**config.mk**
```make
export PLATFORM = sky130hd
export DESIGN_NAME = occupancy_gate_ctrl_flat
export DESIGN_NICKNAME = d
export VERILOG_FILES = /design/src/rtl/occupancy_gate_ctrl_if.sv /design/src/rtl/occupancy_gate_ctrl.sv /design/src/flat_wrapper.sv
export SDC_FILE = /design/constraint.sdc
export NUM_CORES = 1
export LEC_CHECK = 0
export CAP_MARGIN = 20
export CORE_MARGIN = 5
export CORE_UTILIZATION = 30
export DETAILED_ROUTE_END_ITERATION = 12
export GPL_ROUTABILITY_DRIVEN = 1
export PLACE_DENSITY = 0.52
export REMOVE_ABC_BUFFERS = 1
export SETUP_SLACK_MARGIN = 0.1
export SLEW_MARGIN = 10
export SYNTH_ARGS = -nofsm -noshare
export SYNTH_HDL_FRONTEND = slang
export SYNTH_SLANG_ARGS = --single-unit
```
**constraint.sdc**
```tcl
create_clock -name clk -period 4.1 [get_ports clk]
set_clock_uncertainty 0.1 [all_clocks]
set_input_delay 0.82 -clock clk [delete_from_list [all_inputs] [get_ports clk]]
set_output_delay 0.82 -clock clk [all_outputs]
set_load 0.02 [all_outputs]
```
**src/rtl/occupancy_gate_ctrl_if.sv**
```systemverilog
// Signal bundle between the door sensors / request button and the
// occupancy gate controller. The master drives the sensor and request
// inputs; the slave (the controller) drives the door and status outputs.
// With TAILGATE_ALARM_EN defined the bundle also carries the ALARM output.
interface occupancy_gate_ctrl_if #(
    parameter int CNT_W = 4
);
    logic             T;
    logic             ENT;
    logic             IN;
    logic             OUT;
    logic             OPEN;
    logic             CLOSE;
    logic [CNT_W-1:0] COUNT;
    logic             FULL;
    logic             EMPTY;
    logic             DENY;
`ifdef TAILGATE_ALARM_EN
    logic             ALARM;

    modport master (
        output T, ENT, IN, OUT,
        input  OPEN, CLOSE, COUNT, FULL, EMPTY, DENY, ALARM
    );

    modport slave (
        input  T, ENT, IN, OUT,
        output OPEN, CLOSE, COUNT, FULL, EMPTY, DENY, ALARM
    );
`else
    modport master (
        output T, ENT, IN, OUT,
        input  OPEN, CLOSE, COUNT, FULL, EMPTY, DENY
    );

    modport slave (
        input  T, ENT, IN, OUT,
        output OPEN, CLOSE, COUNT, FULL, EMPTY, DENY
    );
`endif
endinterface

```
**src/rtl/occupancy_gate_ctrl.sv**
```systemverilog
// Room occupancy controller with timed door grant.
// Counts people in a room of capacity CAP, opens the door for at most
// OPEN_CYC cycles per granted request and refuses entry when full or
// outside visiting hours. Exits are always counted.
// Optional feature: define TAILGATE_ALARM_EN to add a sticky ALARM that
// flags any inward pass without a valid grant and blocks further entries.
module occupancy_gate_ctrl #(
    parameter int CAP      = 15,
    parameter int CNT_W    = 4,
    parameter int OPEN_CYC = 3
) (
    input  logic                    clk,
    input  logic                    CLR,
    occupancy_gate_ctrl_if.slave    bus
);

    localparam int               TMR_W     = $clog2(OPEN_CYC + 1);
    localparam logic [CNT_W-1:0] CAP_V     = CNT_W'(CAP);
    localparam logic [TMR_W-1:0] OPEN_LOAD = TMR_W'(OPEN_CYC);
    localparam logic [TMR_W-1:0] TMR_ONE   = TMR_W'(1);

    typedef enum logic {
        IDLE  = 1'b0,
        GRANT = 1'b1
    } state_t;

    state_t           state;
    logic [TMR_W-1:0] timer;
    logic [CNT_W-1:0] count_q;
    logic [CNT_W-1:0] count_next;
    logic             open_q;
    logic             deny_q;
    logic             accepted_in;
    logic             accepted_out;
    logic             entry_ok;

`ifdef TAILGATE_ALARM_EN
    logic             alarm_q;
    logic             stray_in;

    // An inward pass is a tailgate unless it lands in an active grant during visiting hours
    always_comb begin
        stray_in = bus.IN && ((state == IDLE) || !bus.T);
    end

    // Sticky tailgate alarm, only CLR clears it
    always_ff @(posedge clk) begin
        if (CLR) begin
            alarm_q <= 1'b0;
        end else if (stray_in) begin
            alarm_q <= 1'b1;
        end
    end

    assign entry_ok  = bus.T && (count_q < CAP_V) && !alarm_q;
    assign bus.ALARM = alarm_q;
`else
    assign entry_ok  = bus.T && (count_q < CAP_V);
`endif

    // Occupancy bookkeeping: an IN only counts inside an active grant, an OUT only when someone is inside
    always_comb begin
        accepted_in  = (state == GRANT) && bus.T && bus.IN;
        accepted_out = bus.OUT && (count_q != '0);
        count_next   = count_q;
        if (accepted_in && !accepted_out) begin
            count_next = count_q + CNT_W'(1);
        end else if (!accepted_in && accepted_out) begin
            count_next = count_q - CNT_W'(1);
        end
    end

    // Door FSM with registered OPEN/DENY outputs and the occupancy register
    always_ff @(posedge clk) begin
        if (CLR) begin
            state   <= IDLE;
            timer   <= '0;
            count_q <= '0;
            open_q  <= 1'b0;
            deny_q  <= 1'b0;
        end else begin
            deny_q  <= 1'b0;
            count_q <= count_next;
            case (state)
                IDLE: begin
                    if (bus.ENT) begin
                        if (entry_ok) begin
                            state  <= GRANT;
                            open_q <= 1'b1;
                            timer  <= OPEN_LOAD;
                        end else begin
                            deny_q <= 1'b1;
                        end
                    end
                end
                GRANT: begin
                    if (!bus.T) begin
                        state  <= IDLE;
                        open_q <= 1'b0;
                        timer  <= '0;
                    end else if (bus.IN) begin
                        state  <= IDLE;
                        open_q <= 1'b0;
                        timer  <= '0;
                    end else if (timer == TMR_ONE) begin
                        state  <= IDLE;
                        open_q <= 1'b0;
                        timer  <= '0;
                    end else begin
                        timer  <= timer - TMR_ONE;
                    end
                end
                default: begin
                    state  <= IDLE;
                    open_q <= 1'b0;
                    timer  <= '0;
                end
            endcase
        end
    end

    assign bus.OPEN  = open_q;
    assign bus.CLOSE = ~open_q;
    assign bus.COUNT = count_q;
    assign bus.FULL  = (count_q == CAP_V);
    assign bus.EMPTY = (count_q == '0);
    assign bus.DENY  = deny_q;

endmodule

```
**src/flat_wrapper.sv**
```systemverilog
// flat-port wrapper written by rule: the top's interface ports become plain ports
module occupancy_gate_ctrl_flat 
#(
    parameter int CAP      = 15,
    parameter int CNT_W    = 4,
    parameter int OPEN_CYC = 3
)
  (clk, CLR, bus_T, bus_ENT, bus_IN, bus_OUT, bus_OPEN, bus_CLOSE, bus_COUNT, bus_FULL, bus_EMPTY, bus_DENY);
  occupancy_gate_ctrl_if #(.CNT_W(CNT_W)) bus_i ();
  input  logic clk;
  input  logic CLR;
  input wire logic [$bits(bus_i.T)-1:0] bus_T;
  input wire logic [$bits(bus_i.ENT)-1:0] bus_ENT;
  input wire logic [$bits(bus_i.IN)-1:0] bus_IN;
  input wire logic [$bits(bus_i.OUT)-1:0] bus_OUT;
  output wire logic [$bits(bus_i.OPEN)-1:0] bus_OPEN;
  output wire logic [$bits(bus_i.CLOSE)-1:0] bus_CLOSE;
  output wire logic [$bits(bus_i.COUNT)-1:0] bus_COUNT;
  output wire logic [$bits(bus_i.FULL)-1:0] bus_FULL;
  output wire logic [$bits(bus_i.EMPTY)-1:0] bus_EMPTY;
  output wire logic [$bits(bus_i.DENY)-1:0] bus_DENY;
  assign bus_i.T = bus_T;
  assign bus_i.ENT = bus_ENT;
  assign bus_i.IN = bus_IN;
  assign bus_i.OUT = bus_OUT;
  assign bus_OPEN = bus_i.OPEN;
  assign bus_CLOSE = bus_i.CLOSE;
  assign bus_COUNT = bus_i.COUNT;
  assign bus_FULL = bus_i.FULL;
  assign bus_EMPTY = bus_i.EMPTY;
  assign bus_DENY = bus_i.DENY;
  occupancy_gate_ctrl #(.CAP(CAP), .CNT_W(CNT_W), .OPEN_CYC(OPEN_CYC)) u_core (.clk(clk), .CLR(CLR), .bus(bus_i));
endmodule
```
== Word-level counts from Yosys, hierarchy flattened ==
Index checks and enable logic that the tools add are counted.

* Register bits after elaboration: 9
* Logic and storage cells: 52
* Input port bits: 6
* Output and inout port bits: 9

* $add $sub $neg: 3
* Reductions and logical operators: 14
* Equal/unequal tests: 5
* $lt $le $gt $ge: 1
* Bitwise logic cells: 3
* Muxes and demuxes: 21

{| class="wikitable"
|+ Operators with widths
! kind !! number
|-
| two-way mux 1 bit || 11
|-
| two-way mux 2 bit || 5
|-
| two-way mux 4 bit || 2
|-
| logical AND 1 bit || 6
|-
| adder 4 x 1 -> 4 bit, second input constant || 1
|-
| == test 4 bit, second input constant || 1
|-
| zero test 4 bit || 1
|-
| < comparator 4 bit, second input constant || 1
|-
| != test 4 bit, second input constant || 1
|-
| case mux 1 bit (2 select lines) || 2
|-
| case mux 2 bit (2 select lines) || 1
|-
| nonzero test 4 bit || 1
|-
| subtractor 4 x 1 -> 4 bit, second input constant || 1
|-
| NOT 1 bit || 3
|-
| AND reduction 3 bit || 1
|-
| OR reduction 3 bit || 1
|-
| == test 2 x 1 -> 1 bit, second input constant || 1
|-
| zero test 1 bit || 2
|-
| != test 2 x 1 -> 1 bit, second input constant || 1
|-
| != test 2 bit, second input constant || 1
|-
| AND reduction 2 bit || 1
|-
| nonzero test 2 bit || 1
|-
| subtractor 2 x 1 -> 2 bit, second input constant || 1
|}

== Longest topological paths before layout ==
* Word-level depth: 6
* Depth in mapped cells: 9
* Mapped depth without buffers: 9

== Worst setup path before layout ==
OpenSTA, ideal clock, no wires.

* Path type: register to register
* Start: reg u_core.count_q[0] (netlist: u_core.bus.COUNT[0])
* End: reg u_core.count_q[3] (netlist: u_core.bus.COUNT[3])
* Data required time: 3877 ps
* Period minus slack after synthesis: 2950 ps
* Cell stages (with the launch flop): 10
* Arrival: 2727 ps
* Setup time: 123 ps
* Setup slack: 1150 ps
* Buffers on the path: 0
* Path through: dfxtp_1 > nor4_1 > nand2b_1 > ha_1 > inv_1 > ha_1 > a21oi_1 > a211oi_2 > a31oi_1 > mux2_1

* Cells in the longest elaborated chain, start to end: 5
* Elaborated cells on any way between the ends: 10
* Those cells by class: add/sub (2); mux (2); reduce/logical (6)

{| class="wikitable"
|+ Ends and longest elaborated chain
! what !! line !! source
|-
| from (decl) || occupancy_gate_ctrl.sv:29 || <nowiki>logic [CNT_W-1:0] count_q;</nowiki>
|-
| from (signal assigned) || occupancy_gate_ctrl.sv:83 || <nowiki>count_q <= count_next;</nowiki>
|-
| branches (longest 5 deep; another with subtractor 4 x 1 -> 4 bit) || - ||
|}

Parallel ways; which one is timed is not known. The select of a mux whose other input is x is not followed.
A chain may end at the register's enable or synchronous reset.

== Worst setup path in the final report ==
* Start: in bus_T
* End: reg u_core.count_q[3] (netlist: u_core.bus.COUNT[3])

* Cells in the longest elaborated chain, start to end: 5
* Elaborated cells on any way between the ends: 7
* Those cells by class: mux (1); reduce/logical (6)

{| class="wikitable"
|+ Ends and longest elaborated chain
! what !! line !! source
|-
| from (decl) || flat_wrapper.sv:12 || <nowiki>input wire logic [$bits(bus_i.T)-1:0] bus_T;</nowiki>
|-
| logical AND 1 bit (*) (2 in series) || occupancy_gate_ctrl.sv:63 || <nowiki>accepted_in = (state == GRANT) && bus.T && bus.IN;</nowiki>
|-
| zero test 1 bit || occupancy_gate_ctrl.sv:68 || <nowiki>end else if (!accepted_in && accepted_out) begin</nowiki>
|-
| logical AND 1 bit || occupancy_gate_ctrl.sv:68 ||
|-
| nonzero test 2 bit (no line) || - ||
|}

Every way passes the cells marked *; elsewhere a longest branch is shown, timed or not.

==> results.txt <==
The quantity of gates resized following cts came out at 0. Setup repair after global routing left no endpoint under its margin. The number of iterations in the first detailed-routing pass came out at 4.

Counting stages on the worst path, the most repeated cell is sky130_fd_sc_hd__ha_1. The global-route wire length before repair came out at 1870 µm. The x dimension of the die came out at 51.3 µm.

For this design the ratio of total power to cell area is 596 mW/mm². In the layout the commonest cells are sky130_fd_sc_hd__clkdlybuf4s50_1 (14), sky130_fd_sc_hd__nor2_1 (10), sky130_fd_sc_hd__dfxtp_1 (9). On the critical path, the stage with the largest delay is an instance of sky130_fd_sc_hd__clkdlybuf4s50_1.

In this run the post-CTS setup repair buffer count came out at 0. The largest family of logic cells by synthesized area is simple AND/OR/NAND/NOR gates. The total power after layout is 403 µW. Summing over every cut layer, the via total after detailed routing is 450. Among all flip-flop cells after synthesis, the most frequent one is sky130_fd_sc_hd__dfxtp_1. The xor and xnor area share after synthesis came out at 3.43%. Summing the areas of all fa, ha and maj instances in the mapped netlist gives 13.7% of the synthesized area. Global routing finished with a remaining overflow of 0. The instance count along the most critical hold path came out at 2. The portion of synthesized area spent on multiplexers is 4.17%.

In this run the worst hold path is classified as flip-flop to flip-flop. After detailed routing, the total wire length is between 1000 and 1500 µm. The portion of synthesized cell area occupied by the leading cell type is 35.3%.

The post-synthesis area per instance is around 8.5 µm². The actual slew at the worst max-slew pin came out at between 300 and 400 ps. After synthesis the cells add up to between 500 and 600 µm².

The detailed-route vias per instance came out at roughly 4.8. The number of nets in the finished design is 88. The number of max-capacitance violations reported is 0.

The hold path endpoint is u_core.bus.OPEN. The height of the chip is 51.3 µm. Summing all flip-flop and latch instances after layout gives roughly 180 µm².

The die covers 0.00263 mm². The count of flip-flops with a built-in enable after synthesis is 0. The depth of the CTS H-tree came out at 1.

The worst setup path is of the input port to flip-flop kind. The clock transition at the register clock pins on the worst setup and hold paths after CTS came out at around 70 ps. Entering global routing, the biggest net connects 11 pins.

The final critical delay including setup and external delays came out at 2940 ps. The effective utilization at floorplan is ~31%. The buffering stage count on the worst path with inverters included is 2. The number of hold-repair buffers added at the cts stage came out at 0.

The count of endpoints failing setup in the final report is 0. The number of antenna repair diodes came out at 0. The most frequent standard cell in the layout excluding fill and tap cells is sky130_fd_sc_hd__clkdlybuf4s50_1. The register area share after synthesis came out at 35.3%.

TritonCTS built the clock tree. The data required time at the worst endpoint came out at roughly 4100 ps. At the placement stage, the worst setup path has a slack of around 950 ps.

The maximum vdd drop is about 0.00030 V. The proportion of register bits with asynchronous set or reset after synthesis is 0%. Among cell families on the critical path, the largest total delay comes from buffers and inverters. The via count of the first global-routing pass is 437. Of the available clock period, the critical path in the final layout requires between 70% and 80%. The DRC violation count after routing is 0. The flop-to-flop setup slack is 1520 ps. The number of filler cells placed in the layout came out at 172.

The largest fanout on the critical path came out at 4. The synthesized-area fraction occupied by ao, oa, aoi and oai cells is 14.0%. For the worst setup path, the data arrival time is 2990 ps.

The sort of element at the end of the critical path is a flip-flop. In this run, distinct cell masters in the synthesized netlist total 24. Synthesis produced a netlist whose cell count is 60. The signed area change from the synthesized netlist to the final layout is 32.4%. The total track usage came out at 9.66%. Traced cell by cell, the critical path runs through clkdlybuf4s50_1 -> and3_1 -> ha_1 -> inv_1 -> ha_1 -> a21oi_1 -> a211oi_2 -> a31oi_1 -> mux2_1.

The source-to-sink clock delay at the later pin of the worst-skew pair is ~260 ps. The post-synthesis register bit count is 9. The port buffer count came out at 14. Clock tree synthesis inserted a total of 3 buffers.

The tree is rooted in a sky130_fd_sc_hd__clkbuf_4. In this run the critical register-to-register path is captured at u_core.bus.COUNT[3]. In this design, the stage delay of the slowest critical-path cell is 510 ps.

Summed over all failing endpoints, the final setup total negative slack is 0 ps. The final-report max-slew violation count is 0. The proportion of layout cells with a drive suffix above 1 is 6.58%. The final RePlAce weighted congestion is 0.735. The number of placed I/O pins is 15.

The hold violation count in the final report came to 0. The top achievable clock speed came out at 340 MHz. Headroom to the max-slew limit came out at 75.3%.

The core box area came out at roughly 0.0017 mm². In the post-synthesis netlist, the biggest area contributors are sky130_fd_sc_hd__dfxtp_1 (35%), sky130_fd_sc_hd__ha_1 (9.8%), sky130_fd_sc_hd__nor2_1 (7.4%), sky130_fd_sc_hd__a21oi_1 (4.9%), sky130_fd_sc_hd__buf_12 (3.9%). The run finished with clean final reports. The final antenna-violating net count is 0.

The largest area contributor in the synthesized netlist is sky130_fd_sc_hd__dfxtp_1. The first routing iteration left 11 violations. The worst reg2reg path depth came out at 9. The initial antenna violation count is 0. In this run the most critical hold path is launched from u_core.bus.OPEN. After floorplanning, the core was divided into 15 placement rows. The basic-gate share of the synthesized area counting and, or, nand and nor cells came out at 21.1%. The number of warning messages in the yosys log is 0. In this run the critical register-to-register path is launched from u_core.bus.COUNT[0]. The longest clock path from root to sink contains 2 buffers. The total clock sinks came out at 9. The element type at the critical path start is an input port. The placed wire-length estimate after detailed placement is 820 µm. The area occupied by multi-input gates is around 290 µm².

The leakage dissipation is 0.286 nW. The post-route worst setup slack came out at 1160 ps. The detailed-route wire length per cell came out at 11.6 µm.
-- cells in the mapped netlist (2+ instances only) --
library cell / count
sky130_fd_sc_hd__nor2_1: 10
sky130_fd_sc_hd__a21oi_1: 5
sky130_fd_sc_hd__inv_1: 5
sky130_fd_sc_hd__dfxtp_1: 9
sky130_fd_sc_hd__ha_1: 4
sky130_fd_sc_hd__o21ai_0: 3
sky130_fd_sc_hd__nand2_1: 4
sky130_fd_sc_hd__nand2b_1: 3
sky130_fd_sc_hd__and3_1: 2
-- worst reg2reg max path: cells and delay by family, from the launching register on --
kind | cells | cell delay [ps]
AOI/OAI and AO/OA | 3 | 530
adders and majority gates | 2 | 490
buffers and inverters | 1 | 100
DFF | 1 | 390
muxes | 1 | 330
and+or+nand+nor | 2 | 510
-- cell families (layout without fill, tap and decap cells) --
family	after synthesis	count (layout)
DFF	9	9
xor gates and xnor gates	2	2
buffers and inverters	7	23
and+or+nand+nor	23	23
muxes	2	2
adders and majority gates	5	5
AOI/OAI and AO/OA	12	12
-- where the power goes --
part / total (mW) / switching (mW) / internal, mW
Combinational: 0.200 / 0.0991 / 0.101
Clock: 0.0688 / 0.0328 / 0.0360
Sequential: 0.134 / 0.0280 / 0.106
-- sequential cells by signal, indices dropped and copies added (netlist names) --
signal / count
u_core.timer: 2
u_core.bus.COUNT: 4
u_core.bus.OPEN: 1
u_core.state: 1
u_core.bus.DENY: 1
-- per-stage QoR --
stage	cell area [µm²]	cells	util, %	hold slack (ps)
5_1_grt	676	93	40.4	401
3_5_place_dp	648	89	38.8	367
2_1_floorplan	487	58	-	368
3_3_place_gp	648	89	38.8	367
6_report	676	93	40.4	370
4_1_cts	676	93	40.4	377
-- worst max-delay path by stage --
stage	startpoint	endpoint	slack [ps]	cells after the start
after global placement	bus_T	u_core.bus.COUNT[3]	960	9
after detailed placement	bus_T	u_core.bus.COUNT[3]	950	9
after CTS	bus_T	u_core.bus.COUNT[3]	1210	9
final	bus_T	u_core.bus.COUNT[3]	1160	9
after global routing	bus_T	u_core.bus.COUNT[3]	1040	9
after floorplan	u_core.bus.COUNT[0]	u_core.bus.COUNT[3]	1150	9
-- cell type report --
cell class / instances / share of cell area [%]
clock inverter: 1 / 0.741
sequential: 9 / 26.7
tap: 17 / 3.15
inverter: 5 / 2.78
multi-input combinational: 44 / 42.6
timing repair buffer: 14 / 20.7
clock buffer: 3 / 3.33
-- per-layer routing --
metal | GRT usage (%) | vias up | part of all wire (%)
li1 | - | 236 | -
met1 | 12.0 | 196 | 48
met2 | 14.2 | 16 | 46
met3 | 2.92 | 2 | 5.7
met4 | 6.55 | 0 | 0.93
met5 | 0 | - | 0
(Power assumes the default switching activity.)
==> variant 1 (same flow settings) <==
`CNT_W` is set to 4 in 3 places; all go to 6.
--- a/src/rtl/occupancy_gate_ctrl_if.sv
+++ b/src/rtl/occupancy_gate_ctrl_if.sv
@@ -3,7 +3,7 @@
 // inputs; the slave (the controller) drives the door and status outputs.
 // With TAILGATE_ALARM_EN defined the bundle also carries the ALARM output.
 interface occupancy_gate_ctrl_if #(
-    parameter int CNT_W = 4
+    parameter int CNT_W = 6
 );
     logic             T;
     logic             ENT;
--- a/src/rtl/occupancy_gate_ctrl.sv
+++ b/src/rtl/occupancy_gate_ctrl.sv
@@ -6,7 +6,7 @@
 // flags any inward pass without a valid grant and blocks further entries.
 module occupancy_gate_ctrl #(
     parameter int CAP      = 15,
-    parameter int CNT_W    = 4,
+    parameter int CNT_W    = 6,
     parameter int OPEN_CYC = 3
 ) (
     input  logic                    clk,
--- a/src/flat_wrapper.sv
+++ b/src/flat_wrapper.sv
@@ -2,7 +2,7 @@
 module occupancy_gate_ctrl_flat 
 #(
     parameter int CAP      = 15,
-    parameter int CNT_W    = 4,
+    parameter int CNT_W    = 6,
     parameter int OPEN_CYC = 3
 )
   (clk, CLR, bus_T, bus_ENT, bus_IN, bus_OUT, bus_OPEN, bus_CLOSE, bus_COUNT, bus_FULL, bus_EMPTY, bus_DENY);
Ports: changed (resized bus_COUNT); port bits go from 15 to 17. The function was not compared with the original's and may differ.
==> variant 1 against the unedited design <==
Combinational power is 100% higher; first-iteration DRC count is 73% lower; sequential cell count up 2; routed wire length rose by 52%; synthesized area is 36% higher; cell count increased by 39%; via count grew 44%; cell area increased by 34%; setup slack got worse by 0.0066 ns; total power is 67% higher.
==> variant 1: results (changes against the unedited design) <==
Synthesis
  – Post-synthesis mux area share: 4.317% (was 4.167%)
  – Post-Synth XOR/XNOR Area: 5.036% (was 3.431%)
  – Synth Area in Compound Gates: 17.45% (was 13.97%)
  – Largest cells by area after synthesis: dfxtp_1 32%, ha_1 11%, nor2_1 7.6% (was dfxtp_1 35%, ha_1 9.8%, nor2_1 7.4%)
  – Syn Area/Cell: 8.382 um^2 (was 8.508 um^2)
  – Adder-Cell Fraction of Synth Area: 13.67% (was 13.73%)
  – Seq/Total Area, Yosys: 31.65% (was 35.29%)
  – Distinct cell type count after synthesis: 30 (was 24)
  – Post-synth ARST share: 0% (unchanged)
  – Post-synth top cells: 14 x nor2_1, 11 x dfxtp_1, 6 x ha_1, 6 x inv_1 (was 10 x nor2_1, 9 x dfxtp_1, 5 x a21oi_1, 5 x inv_1)
  – Synth warn: 0 (unchanged)

Place
  – RePlAce Congestion: 0.7284 (was 0.7352)
  – Port Buffer Count: 16 (was 14)
  – Dpl cells: 125 (was 89)
  – DPL Wire Length: 1231 um (was 820.4 um)
  – Area after DPL: 879.6 um^2 (was 648.1 um^2)
  – Pre-CTS WS: 0.9230 ns (was 0.9484 ns)

Global route
  – First-pass GRT wire length: 2835 um (was 1869 um)
  – Vias in the first global route: 624 (was 437)
  – Gr usage total: 10.93% (was 9.660%)
  – Initial antenna violation count: 0 (unchanged)
  – Largest net degree at the start of global routing: 12 (was 11)

Clocking
  – Clock Path Buffers: 2 (unchanged)
  – Post-CTS sizing: 0 (unchanged)
  – H-tree depth: 1 (unchanged)
  – Clock root cell: clkbuf_4 (unchanged)
  – TritonCTS buffer count: 3 (unchanged)
  – Clk_lat worst skew: 0.28 ns (was 0.26 ns)

Critical path
  – Reg-to-Reg Start: u_core.bus.COUNT[5] (was u_core.bus.COUNT[0])
  – R2R depth: 12 (was 9)
  – Reg2Reg Setup Slack: 1.44 ns (was 1.52 ns)
  – Worst Setup EP: u_core.bus.COUNT[5] (was u_core.bus.COUNT[3])
  – Critical path's top delay family: buffers and inverters (unchanged)
  – Crit-path slowest cell: clkdlybuf4s50_1 (unchanged)
  – Worst path arrival time: 3.00 ns (was 2.99 ns)
  – Crit path max fanout: 5 (was 4)

Job
  – Max-cap violations: 0 (unchanged)

Pwr
  – Leakage: 0.3857 nW (was 0.2856 nW)
  – Worst VDD drop: 0.3012 mV (was 0.2994 mV)

Final layout
  – Layout cells sized above 1: 7.921% (was 6.579%)
  – NumNets Final: 115 (was 88)
  – Fillers: 247 (was 172)
  – Final cell count without fillers: 129 (was 93)
  – Antenna cell count: 0 (unchanged)
  – Max reg flops: 6 (was 4)

Min path
  – Worst Hold Path EP: u_core.bus.OPEN (unchanged)
  – Hold Path Class: reg2reg (unchanged)

Status
  – Status: finished, final reports clean (unchanged)

STA
  – Hold slack: 0.4211 ns (was 0.3698 ns)
  – Worst rel slew slack: 70.50% (was 75.33%)
  – Max Clk Rate: 339.2 MHz (was 340.0 MHz)

Routing
  – Via density per instance: 5.008 (was 4.839)
  – Initial DRC Count: 3 (was 11)
  – Pre-antenna DRT Iters: 2 (was 4)
  – Routed WL: 1644 um (was 1081 um)
## variant 1: cell types whose count changed after synthesis, moves of 2 or more
cell,change
nor2_1,+4
mux2i_1,+2
ha_1,+2
nor3_1,+2
dfxtp_1,+2
xnor2_1,+2
a21o_1,+3
## variant 1: cell families (layout without fill, tap and decap cells)
logic type,count (synthesis),in the layout
compound gates,18,18
xor+xnor,4,4
fa+ha+maj,7,7
buf+inv,8,26
flops,11,11
mux,3,3
simple gates,32,32
## variant 1: worst register-to-register path, stage by stage (launching register included)
cell,delay (ns)
dfxtp_1,0.36
nor2_1,0.20
nand2_1,0.07
nor3_1,0.18
nand2b_1,0.14
ha_1,0.24
inv_1,0.15
ha_1,0.36
a21o_1,0.20
a21oi_1,0.16
o22a_2,0.18
nand3_1,0.07
nor3b_2,0.15
## variant 1: cell type report
cell class / count / area, um^2 / share of cell area [%]
Clock buffer: 3 / 22.52 / 2.483
Clock inverter: 1 / 5.005 / 0.5517
Timing Repair Buffer: 16 / 160.2 / 17.66
Multi-Input combinational cell: 64 / 441.7 / 48.69
Tap cell: 28 / 35.03 / 3.862
Sequential cell: 11 / 220.2 / 24.28
Inverter: 6 / 22.52 / 2.483
## variant 1: routing by layer
metal,part of all wire (%),global-route usage (%),vias to the layer above
li1,-,-,326
met1,48,14.36,297
met2,44,16.13,18
met3,6.3,3.563,5
met4,2.1,4.967,0
met5,0,0,-
## variant 1: report_power, final
part           leakage, nW  switching [mW]  internal, mW  total, mW
sequential          0.0907          0.0474         0.139      0.187
clock               0.0177          0.0417        0.0362     0.0779
combinational        0.277           0.205         0.204      0.410
==> variant 2 (same flow settings) <==
Without the edit above. `CAP` is set to 15 in 2 places; all go to 7.
--- a/src/rtl/occupancy_gate_ctrl.sv
+++ b/src/rtl/occupancy_gate_ctrl.sv
@@ -5,7 +5,7 @@
 // Optional feature: define TAILGATE_ALARM_EN to add a sticky ALARM that
 // flags any inward pass without a valid grant and blocks further entries.
 module occupancy_gate_ctrl #(
-    parameter int CAP      = 15,
+    parameter int CAP      = 7,
     parameter int CNT_W    = 4,
     parameter int OPEN_CYC = 3
 ) (
--- a/src/flat_wrapper.sv
+++ b/src/flat_wrapper.sv
@@ -1,7 +1,7 @@
 // flat-port wrapper written by rule: the top's interface ports become plain ports
 module occupancy_gate_ctrl_flat 
 #(
-    parameter int CAP      = 15,
+    parameter int CAP      = 7,
     parameter int CNT_W    = 4,
     parameter int OPEN_CYC = 3
 )
Function: no difference found for any inputs over 10 cycles, from zero or initial values; that may be too few to reach the edited logic, so the function may still have changed.
==> variant 2 against the unedited design <==
Synthesized area is 0.74% higher; hold slack worse by 0.0021 ns; total power up 7.0%; setup slack gained 0.042 ns; cell area increased by 0.37%; routed wire length increased by 4.9%; maximum frequency increased by 1.4%; sequential cell count did not move; critical endpoint unchanged; largest cell class unchanged.
==> variant 2: results (changes against the unedited design) <==
Final layout
  – Comb_multi_in: 45 (was 44)
  – Post-layout util: 40.60% (was 40.45%)
  – NonClk Buf Share: 20.66% (was 20.74%)
  – NumNets Final: 89 (was 88)
  – Fillers: 178 (was 172)
  – Multi-input combinational area share: 42.99% (was 42.59%)
  – Clk cell area share: 3.875% (was 4.074%)
  – Final cell count without fillers: 94 (was 93)
  – Layout cells sized above 1: 5.195% (was 6.579%)
  – Register share of the cell area: 26.57% (was 26.67%)
  – FF+latch count: 9 (unchanged)

STA
  – Worst rel slew slack: 74.35% (was 75.33%)

Critical path
  – Worst path arrival time: 2.96 ns (was 2.99 ns)
  – Reg2Reg Setup Slack: 1.57 ns (was 1.52 ns)

Synthesis
  – Syn Area/Cell: 8.430 um^2 (was 8.508 um^2)
  – Synth warn: 0 (unchanged)
  – Distinct cell type count after synthesis: 23 (was 24)
  – Largest cells by area after synthesis: dfxtp_1 35%, ha_1 9.7%, nor2_1 8.8% (was dfxtp_1 35%, ha_1 9.8%, nor2_1 7.4%)

Place
  – Dpl cells: 90 (was 89)
  – Area after DPL: 651.9 um^2 (was 648.1 um^2)
  – DPL Wire Length: 824.7 um (was 820.4 um)
  – RePlAce Congestion: 0.7203 (was 0.7352)

Routing
  – Initial DRC Count: 7 (was 11)
  – Routed WL: 1134 um (was 1081 um)
  – Via density per instance: 4.957 (was 4.839)

Pwr
  – P_int: 255.9 uW (was 243.1 uW)
  – Leakage: 0.2747 nW (was 0.2856 nW)

Global route
  – Vias in the first global route: 424 (was 437)
  – First-pass GRT wire length: 1959 um (was 1869 um)
  – Gr usage total: 9.903% (was 9.660%)

Status
  – Status: finished, final reports clean (unchanged)
variant 2: cell count changes after synthesis, sizes merged:
cell	delta
and4	+1
a21oi	-1
and3	-1
nand3	+1
nand4	-1
a31oi	+1
nor2b	-1
nor2	+2
variant 2: how the worst max path moves through the flow:
stage | from | endpoint | slack, ns | cells after the start
2_1_floorplan | u_core.bus.COUNT[0] | u_core.bus.COUNT[3] | 1.15 | 9
3_3_place_gp | bus_T | u_core.bus.COUNT[3] | 0.92 | 9
3_5_place_dp | bus_T | u_core.bus.COUNT[3] | 0.95 | 9
4_1_cts | bus_T | u_core.bus.COUNT[3] | 1.22 | 9
5_1_grt | bus_T | u_core.bus.COUNT[3] | 1.07 | 9
6_report | bus_T | u_core.bus.COUNT[3] | 1.20 | 9
variant 2: routing by layer:
layer,wire [um],GRT usage (%),vias up
met5,0,0,-
met4,0,1.310,0
met3,106,6.122,0
met2,485,14.62,18
met1,542,12.46,210
li1,-,-,238
variant 2: cells by family after synthesis:
| group | synth area share (%) |
|---|---|
| compound gates | 14.11 |
| fa+ha+maj | 13.63 |
| mux | 4.136 |
| xor+xnor | 3.407 |
| flops | 35.04 |
| buf+inv | 8.272 |
| simple gates | 21.41 |
variant 2: power by group through the flow:
stage	registers (mW)	clock network [mW]	logic, mW
floorplan	0.155	0	0.123
global placement	0.142	0	0.222
detailed placement	0.142	0	0.220
CTS	0.140	0.0759	0.223
global route	0.146	0.0789	0.247
finish	0.139	0.0724	0.220
variant 2: metrics by stage:
stage / setup slack (ns) / hold WS [ns]
2_1_floorplan: 1.150 / 0.3686
3_5_place_dp: 0.9458 / 0.3629
3_3_place_gp: 0.9167 / 0.3633
4_1_cts: 1.215 / 0.3724
6_report: 1.200 / 0.3677
5_1_grt: 1.074 / 0.3916
